===== src/rtl/issue_if.sv =====
// Fetch/issue bundle between the issue controller and its neighbours
// (instruction memory, hazard detector, decode, execute).
//
// Signals:
//   stall_in        hazard detector stall, stable at posedge
//   redirect_valid  taken branch/jump resolved in EX this cycle
//   redirect_pc     redirect target PC
//   imem_data       instruction word at imem_addr (combinational read)
//   imem_addr       current PC
//   dec_instr       IF/ID instruction (to decode and hazard detector)
//   dec_pc          PC of dec_instr
//   ex_instr        ID/EX instruction to execute
//   ex_pc           PC of ex_instr
//   bubble_out      ex_instr is an inserted bubble
//   bubble_cnt      saturating count of inserted bubbles
//   stall_err       sticky stall-watchdog error
//
// Modports: master = issue controller, slave = surrounding pipeline.
interface issue_if;
  logic        stall_in;
  logic        redirect_valid;
  logic [31:0] redirect_pc;
  logic [31:0] imem_data;
  logic [31:0] imem_addr;
  logic [31:0] dec_instr;
  logic [31:0] dec_pc;
  logic [31:0] ex_instr;
  logic [31:0] ex_pc;
  logic        bubble_out;
  logic [15:0] bubble_cnt;
  logic        stall_err;

  modport master (
    input  stall_in, redirect_valid, redirect_pc, imem_data,
    output imem_addr, dec_instr, dec_pc, ex_instr, ex_pc, bubble_out, bubble_cnt, stall_err
  );

  modport slave (
    output stall_in, redirect_valid, redirect_pc, imem_data,
    input  imem_addr, dec_instr, dec_pc, ex_instr, ex_pc, bubble_out, bubble_cnt, stall_err
  );
endinterface


===== src/rtl/issue_controller.sv =====
// Fetch/issue control stage of the 5-stage MIPS pipeline. Owns the PC, the
// IF/ID and the ID/EX instruction registers. A stall freezes PC and decode and
// drops a NOP into execute; a redirect from EX reloads the PC and flushes both
// decode and execute for one cycle.
//
// Ports:
//   clk    pipeline clock, all state updates on posedge
//   reset  synchronous, active-high
//   bus    issue_if.master (see rtl/issue_if.sv for signal list)
//
// Parameters:
//   RESET_PC   PC loaded on reset
//   NOP        encoding used for bubbles and flushes
//   MAX_STALL  consecutive-stall watchdog threshold (only with the macro)
//
// Optional feature: define ISSUE_STALL_WATCHDOG_EN to add an 8-bit
// consecutive-stall counter that sets sticky stall_err on reaching MAX_STALL.
// Without it stall_err is tied low.
module issue_controller #(
  parameter logic [31:0] RESET_PC = 32'h0000_0000,
  parameter logic [31:0] NOP      = 32'h0000_0000
`ifdef ISSUE_STALL_WATCHDOG_EN
  ,
  parameter int unsigned MAX_STALL = 8
`endif
) (
  input logic     clk,
  input logic     reset,
  issue_if.master bus
);

  typedef enum logic [1:0] {StRun, StStall, StFlush} state_e;

  state_e      state_q, state_d;
  logic [31:0] pc_q, pc_d;
  logic [31:0] dec_instr_q, dec_instr_d;
  logic [31:0] dec_pc_q, dec_pc_d;
  logic [31:0] ex_instr_q, ex_instr_d;
  logic [31:0] ex_pc_q, ex_pc_d;
  logic [15:0] bubble_cnt_q, bubble_cnt_d;

  always_ff @(posedge clk) begin
    if (reset) begin
      state_q      <= StRun;
      pc_q         <= RESET_PC;
      dec_instr_q  <= NOP;
      dec_pc_q     <= RESET_PC;
      ex_instr_q   <= NOP;
      ex_pc_q      <= RESET_PC;
      bubble_cnt_q <= '0;
    end else begin
      state_q      <= state_d;
      pc_q         <= pc_d;
      dec_instr_q  <= dec_instr_d;
      dec_pc_q     <= dec_pc_d;
      ex_instr_q   <= ex_instr_d;
      ex_pc_q      <= ex_pc_d;
      bubble_cnt_q <= bubble_cnt_d;
    end
  end

  // Priority: redirect > stall > normal flow. FLUSH needs no state-specific
  // handling; it only lasts the one cycle its bubble is visible.
  always_comb begin
    state_d     = StRun;
    pc_d        = pc_q + 32'd4;
    dec_instr_d = bus.imem_data;
    dec_pc_d    = pc_q;
    ex_instr_d  = dec_instr_q;
    ex_pc_d     = dec_pc_q;

    if (bus.redirect_valid) begin
      state_d     = StFlush;
      pc_d        = bus.redirect_pc;
      dec_instr_d = NOP;
      ex_instr_d  = NOP;
    end else if (bus.stall_in) begin
      // Hold decode so the hazard detector re-evaluates the same instruction.
      state_d     = StStall;
      pc_d        = pc_q;
      dec_instr_d = dec_instr_q;
      dec_pc_d    = dec_pc_q;
      ex_instr_d  = NOP;
    end

    bubble_cnt_d = bubble_cnt_q;
    if (state_d != StRun && bubble_cnt_q != 16'hFFFF) begin
      bubble_cnt_d = bubble_cnt_q + 16'd1;
    end
  end

  assign bus.imem_addr  = pc_q;
  assign bus.dec_instr  = dec_instr_q;
  assign bus.dec_pc     = dec_pc_q;
  assign bus.ex_instr   = ex_instr_q;
  assign bus.ex_pc      = ex_pc_q;
  // Every non-RUN state is entered exactly on a cycle that inserted a bubble.
  assign bus.bubble_out = (state_q != StRun);
  assign bus.bubble_cnt = bubble_cnt_q;

`ifdef ISSUE_STALL_WATCHDOG_EN
  logic [7:0] stall_run_q, stall_run_d;
  logic       stall_err_q, stall_err_d;

  always_ff @(posedge clk) begin
    if (reset) begin
      stall_run_q <= '0;
      stall_err_q <= 1'b0;
    end else begin
      stall_run_q <= stall_run_d;
      stall_err_q <= stall_err_d;
    end
  end

  always_comb begin
    stall_run_d = '0;
    stall_err_d = stall_err_q;
    if (state_d == StStall) begin
      stall_run_d = (stall_run_q == 8'hFF) ? stall_run_q : stall_run_q + 8'd1;
      if (32'(stall_run_d) >= MAX_STALL) begin
        stall_err_d = 1'b1;
      end
    end
  end

  assign bus.stall_err = stall_err_q;
`else
  assign bus.stall_err = 1'b0;
`endif

endmodule


===== src/flat_wrapper.sv =====
// flat-port wrapper written by rule: the top's interface ports become plain ports
module issue_controller_flat 
#(
  parameter logic [31:0] RESET_PC = 32'h0000_0000,
  parameter logic [31:0] NOP      = 32'h0000_0000

)
  (clk, reset, bus_stall_in, bus_redirect_valid, bus_redirect_pc, bus_imem_data, bus_imem_addr, bus_dec_instr, bus_dec_pc, bus_ex_instr, bus_ex_pc, bus_bubble_out, bus_bubble_cnt, bus_stall_err);
  issue_if bus_i ();
  input logic clk;
  input logic reset;
  input wire logic [$bits(bus_i.stall_in)-1:0] bus_stall_in;
  input wire logic [$bits(bus_i.redirect_valid)-1:0] bus_redirect_valid;
  input wire logic [$bits(bus_i.redirect_pc)-1:0] bus_redirect_pc;
  input wire logic [$bits(bus_i.imem_data)-1:0] bus_imem_data;
  output wire logic [$bits(bus_i.imem_addr)-1:0] bus_imem_addr;
  output wire logic [$bits(bus_i.dec_instr)-1:0] bus_dec_instr;
  output wire logic [$bits(bus_i.dec_pc)-1:0] bus_dec_pc;
  output wire logic [$bits(bus_i.ex_instr)-1:0] bus_ex_instr;
  output wire logic [$bits(bus_i.ex_pc)-1:0] bus_ex_pc;
  output wire logic [$bits(bus_i.bubble_out)-1:0] bus_bubble_out;
  output wire logic [$bits(bus_i.bubble_cnt)-1:0] bus_bubble_cnt;
  output wire logic [$bits(bus_i.stall_err)-1:0] bus_stall_err;
  assign bus_i.stall_in = bus_stall_in;
  assign bus_i.redirect_valid = bus_redirect_valid;
  assign bus_i.redirect_pc = bus_redirect_pc;
  assign bus_i.imem_data = bus_imem_data;
  assign bus_imem_addr = bus_i.imem_addr;
  assign bus_dec_instr = bus_i.dec_instr;
  assign bus_dec_pc = bus_i.dec_pc;
  assign bus_ex_instr = bus_i.ex_instr;
  assign bus_ex_pc = bus_i.ex_pc;
  assign bus_bubble_out = bus_i.bubble_out;
  assign bus_bubble_cnt = bus_i.bubble_cnt;
  assign bus_stall_err = bus_i.stall_err;
  issue_controller #(.RESET_PC(RESET_PC), .NOP(NOP)) u_core (.clk(clk), .reset(reset), .bus(bus_i));
endmodule

===== config.mk =====
export PLATFORM = sky130hd
export DESIGN_NAME = issue_controller_flat
export DESIGN_NICKNAME = d
export VERILOG_FILES = /design/src/rtl/issue_if.sv /design/src/rtl/issue_controller.sv /design/src/flat_wrapper.sv
export SDC_FILE = /design/constraint.sdc
export NUM_CORES = 1
export LEC_CHECK = 0
export CORE_MARGIN = 2
export CORE_UTILIZATION = 45
export CTS_CLUSTER_SIZE = 30
export DETAILED_ROUTE_END_ITERATION = 7
export PLACE_DENSITY = 0.81
export SLEW_MARGIN = 20
export SYNTH_ARGS = -nofsm -noshare
export SYNTH_HDL_FRONTEND = slang
export SYNTH_SLANG_ARGS = --single-unit
export TNS_END_PERCENT = 1

===== constraint.sdc =====
create_clock -name clk -period 2.75 [get_ports clk]
set_clock_uncertainty 0.2 [all_clocks]
set_input_delay 0.275 -clock clk [delete_from_list [all_inputs] [get_ports clk]]
set_output_delay 0.275 -clock clk [all_outputs]
set_load 0.05 [all_outputs]

==> out/qor.csv, run 1 <==
metric,value,unit
cp.arrival,2.43,ns
place_congestion,0.794,
crit_slowest_cell,or4_4,
via_per_inst,5.27,
ys_async_sr_fraction,0,
cts_setup_buffers,0,
fmax,431,MHz
overflow,0,
fillers,1153,
slew_headroom,0.534,
grt_pass1_wl,30500,um
grt_use_total,0.237,
syn2layout_area_growth,46.9,%
drive_above_1_share,0.0753,
die_w,127,um
status,"finished, final reports clean",
postCtsResizedCells,0,
mostFrequentLayoutCells,"clkdlybuf4s50_1, dfxtp_1, nand2_1",
synth_top_area_frac,0.527,
core.rowCount,44,
seq_area,3560,um2
routed_wl,19000,um
multi_input_area,2970,um2
yosys-top-cells-area,"dfxtp_1, mux2i_1, nand2_1",
drc,0,
yosys_warnings,0,
crit_required,2.86,ns
synth_area,6760,um2
cts-root-buf,clkbuf_16,
drv_cap,0,
setup_slack,0.428,ns
ir_worst_vdd,0.431,mV
grt_pass1_vias,5815,
ys_seq_area_frac,0.527,
start_util,0.464,
syn_nets,796,
synth_edf_count,0,
ys_ff_latch,178,
antennaDiodeCount,0,
cellLeakagePower,0.00387,uW
fin_crit_sh,0.844,
maxSlewViolCount,0,
cp_cell_sequence,nand4_2 > or4_4 > or3_1 > a2111oi_1,
antenna_found_initial,0,
ys_types,56,
num_vias,6084,
dpl.hpwl,13400,um
nets,1027,
htree_levels,4,
holdBufCountCts,0,
final_area,9940,um2
fin_crit,2.32,ns
pre_cts_slack,0.443,ns
yosysTopAreaCell,dfxtp_1,
io_buffers,244,
r2r_cells,4,
final_common_cell,clkdlybuf4s50_1,
cp_max_fo,10,
tightest_slew,0.696,ns
hold_viol,0,
place_area,9410,um2
fin_tns_setup,0,ns
synthFlopType,dfxtp_1,
cts_buffers,17,
worst_setup_path_start_kind,register,
hp-class,input pin to register,
rsz0062_at_grt,no,
slowest_delay,0.63,ns
dieArea,16000,um2
avgRoutedWirePerCell,16.5,um
clk_pin_slew_worst_paths,0.07,ns
drtPass1Iterations,5,
synth_area_per_cell,9.32,um2
antenna_left,0,
path_class,register to register,
synth_cells,726,
critPathCaptureType,register,
cts_sinks,178,
clock_latency,0.42,ns
drt_iter0_drc,436,
io_pins,246,
setup_viol,0,
coreArea,14600,um2
die_h,127,um
cts_tree,done,
grt_max_degree,113,
whs_path_depth,3,
p_per_area,587,nW/um2
clockBufferDepth,2,
==> synth_stat cells, drive strengths merged, types with 2 or more instances <==
library cell,instances
buf,13
o2111ai,2
and2,4
clkbuf,38
a31oi,2
mux2,9
a2111oi,7
nand4b,3
a311oi,10
nor3b,2
xor2,4
o31ai,4
nor4,9
and3,40
nor2,69
nor2b,48
and4,8
or2,5
o211a,3
inv,8
mux2i,36
nor4bb,2
a211oi,7
dfxtp,178
ha,2
nand2,92
xnor2,6
or3,7
nor3,6
a21oi,48
o21ai,9
or4,5
o41ai,2
nand4,15
nand3,11
==> through the flow <==
step	hold slack (ns)	power, uW	std cells	utilization
detailed placement	0.254	3710	1122	0.645
global placement	0.247	3690	1122	0.645
CTS	0.160	5890	1154	0.681
finish	0.177	5830	1154	0.681
floorplan	0.184	3340	726	-
global route	0.163	6060	1154	0.681
==> cells by family after synthesis <==
family | synth area share
AOI/OAI and AO/OA | 0.0988
xor gates and xnor gates | 0.0129
adders and majority gates | 0.00370
buffers and inverters | 0.0346
DFF | 0.527
muxes | 0.0683
other | 0.000554
and+or+nand+nor | 0.254
==> path summary, 6_finish.rpt <==
check | start | to | slack [ns]
hold / removal | bus_stall_in | u_core.state_q[0] | 0.18
hold reg to reg | u_core.bus.dec_pc[11] | u_core.bus.dec_pc[11] | 0.26
setup / recovery | u_core.bus.imem_addr[10] | u_core.bus.imem_addr[23] | 0.43
setup reg to reg | u_core.bus.imem_addr[10] | u_core.bus.imem_addr[23] | 0.43
==> critical path, delay by kind of cell, from the launching register on <==
| family | cells | cell delay, ns |
|---|---|---|
| AOI/OAI and AO/OA | 1 | 0.32 |
| and+or+nand+nor | 3 | 1.21 |
| DFF | 1 | 0.50 |
==> power breakdown <==
group	switching, uW	leakage [uW]	internal [uW]
Sequential	89.5	0.00145	2670
Combinational	548	0.00216	342
Clock	1010	0.000257	1180
Total	1640	0.00387	4190
==> flip-flops by register name, indices dropped and copies added (netlist names) <==
| register | count |
|---|---|
| u_core.bus.bubble_cnt | 16 |
| u_core.bus.ex_pc | 32 |
| u_core.bus.dec_instr | 32 |
| u_core.bus.imem_addr | 32 |
| u_core.state_q | 2 |
| u_core.bus.dec_pc | 32 |
| u_core.bus.ex_instr | 32 |
==> routing by layer <==
layer,routed length (um),global-route usage,vias to the layer above
met5,0,0,-
met4,214,0.0621,0
met3,1880,0.107,13
met2,8900,0.379,245
met1,8000,0.291,2830
li1,-,-,2996
==> final cells by class <==
class | instances | area share
Inverter | 8 | 0.00302
Timing Repair Buffer | 263 | 0.263
Sequential cell | 178 | 0.359
Tap cell | 184 | 0.0232
Clock buffer | 20 | 0.0449
Clock inverter | 12 | 0.00831
Multi-Input combinational cell | 489 | 0.299
Note: power is estimated with default switching activity, not from simulation.
==> run 2: changes to the inputs <==
--- a/config.mk
+++ b/config.mk
@@ -6,10 +6,10 @@
 export NUM_CORES = 1
 export LEC_CHECK = 0
 export CORE_MARGIN = 2
-export CORE_UTILIZATION = 45
+export CORE_UTILIZATION = 40
 export CTS_CLUSTER_SIZE = 30
 export DETAILED_ROUTE_END_ITERATION = 7
-export PLACE_DENSITY = 0.81
+export PLACE_DENSITY = 0.76
 export SLEW_MARGIN = 20
 export SYNTH_ARGS = -nofsm -noshare
 export SYNTH_HDL_FRONTEND = slang
==> constraint.sdc (replaced) <==
create_clock -name clk -period 2.1 [get_ports clk]
set_clock_uncertainty 0.2 [all_clocks]
set_input_delay 0.21 -clock clk [delete_from_list [all_inputs] [get_ports clk]]
set_output_delay 0.21 -clock clk [all_outputs]
set_load 0.05 [all_outputs]
==> run 2 against run 1 <==
Setup slack got worse by 0.37 ns. Count of clock-buffer cells in the layout increased by 3. Combinational power increased by 35%. Register-to-register slack got worse by 0.30 ns. Clock power increased by 52%. Global-route usage decreased by 1.6 points. Core utilization decreased by 5.6 points. Routed wire length increased by 4.4%. Final area increased by 4.3%. Worst hold slack got worse by 0.085 ns. Die area increased by 12%. Largest cell class unchanged. Largest power group unchanged.
==> out/qor.csv, run 2 (same netlist as run 1, synthesis figures left out) <==
metric,value,unit
status,"finished, final reports clean",
crit_family,buffers and inverters,
via_per_inst,5.09,
slowest_delay,0.83,ns
grt_max_degree,113,
avgRoutedWirePerCell,16.3,um
coreArea,16600,um2
io_pins,246,
post-route-util,0.625,
setup_viol,0,
mostFrequentLayoutCells,"clkdlybuf4s50_1, dfxtp_1, nand2_1",
dieArea,18000,um2
grt_use_total,0.221,
critPathCaptureType,primary output,
grt_pass1_vias,5833,
path_class,register to primary output,
overflow,0,
seq_area,3620,um2
antenna_found_initial,0,
p_per_area,783,nW/um2
io_buffers,244,
clockBufferDepth,2,
clkPwrFrac,0.410,
cp_cell_sequence,clkdlybuf4s50_1,
hp-class,input pin to register,
tightest_slew,0.552,ns
holdPathEnd,u_core.bus.imem_addr[21],
worst-path-buf-inv,1,
ir_worst_vdd,0.523,mV
maxSlewViolCount,0,
cts_setup_buffers,0,
start_util,0.408,
cts_buffers,17,
nets,1056,
cellLeakagePower,0.00430,uW
syn2layout_area_growth,53.3,%
htree_levels,4,
crit_required,1.69,ns
cts-root-buf,clkbuf_16,
total_power,8130,uW
final_area,10400,um2
drv_cap,0,
clk_pin_slew_worst_paths,0.07,ns
die_h,134,um
drc,0,
cts_sinks,178,
fmax,489,MHz
core.rowCount,47,
place_area,9750,um2
fillers,1418,
dpl.hpwl,14100,um
crit_slowest_cell,clkdlybuf4s50_1,
rrSetupSlack,0.13,ns
clock_latency,0.42,ns
setup_slack,0.0550,ns
num_vias,6209,
cp_max_fo,3,
slew_headroom,0.631,
reg2reg_to,u_core.bus.imem_addr[21],
routed_wl,19800,um
drtPass1Iterations,4,
fin_crit_sh,0.974,
antennaDiodeCount,0,
drt_iter0_drc,401,
r2r_cells,5,
p_sw,2200,uW
worst_setup_path_start_kind,register,
antenna_left,0,
hold_viol,0,
final_common_cell,clkdlybuf4s50_1,
whs_path_depth,5,
r2r-start,u_core.bus.imem_addr[5],
fin_crit,2.04,ns
place_congestion,0.846,
cp.arrival,1.63,ns
power_switching_share,0.270,
min_from,reset,
hold-worst-slack,0.0917,ns
die_w,134,um
grt_pass1_wl,31400,um
p_int,5930,uW
drive_above_1_share,0.137,
critPathLaunch,u_core.bus.imem_addr[1],
pre_cts_slack,0.0102,ns
cts_tree,done,
multi_input_area,3000,um2
pwr-share-seq,0.442,
holdBufCountCts,0,
combPwrFrac,0.148,
-- run 2: cell count changes in the layout (fill, tap and decap cells not counted), moves of 8 or more --
cell,delta
clkdlybuf4s50_1,-33
buf_4,+32
dfxtp_2,+22
dlymetal6s2s_1,+8
dfxtp_1,-30
dfxtp_4,+8
dlygate4sd2_1,+22
-- run 2: how the worst max path moves through the flow --
| stage | end | cells after the start |
|---|---|---|
| floorplan | u_core.bus.imem_addr[23] | 5 |
| global placement | u_core.bus.bubble_cnt[12] | 5 |
| detailed placement | u_core.bus.imem_addr[27] | 7 |
| CTS | bus_imem_addr[16] | 2 |
| global route | u_core.bus.imem_addr[29] | 6 |
| finish | bus_imem_addr[1] | 1 |
-- run 2: cell type report --
| type | count | share of cell area |
|---|---|---|
| Sequential cell | 178 | 0.349 |
| Multi-Input combinational cell | 489 | 0.290 |
| Timing Repair Buffer | 292 | 0.272 |
| Clock buffer | 23 | 0.0492 |
| Tap cell | 220 | 0.0265 |
| Clock inverter | 9 | 0.0110 |
| Inverter | 8 | 0.00290 |
-- run 2: power by group through the flow --
stage	Sequential (uW)	Clock (uW)	Combinational, uW
finish	3600	3330	1200
global route	3610	3540	1270
CTS	3600	3410	1210
detailed placement	3670	0	1220
global placement	3670	0	1210
floorplan	4070	0	307
-- run 2: repair_timing --
action / CTS / global route
gates resized for setup: 22 / 12
endpoints found under the setup margin: 22 / 13
hold endpoints to repair: 0 / 0
pin swaps: 0 / 2
-- run 2: per-layer routing --
metal  GRT usage  vias up  share of wire
li1            -     3061              -
met1       0.271     2885           0.42
met2       0.352      238           0.46
met3      0.0888       25           0.10
met4      0.0795        0          0.023
met5           0        -              0
-- run 2: metrics by stage --
step / setup TNS [ns] / std cells
floorplan: -0.711 / 726
global placement: 0 / 1187
detailed placement: 0 / 1187
CTS: 0 / 1219
global route: -0.0349 / 1219
finish: 0 / 1219
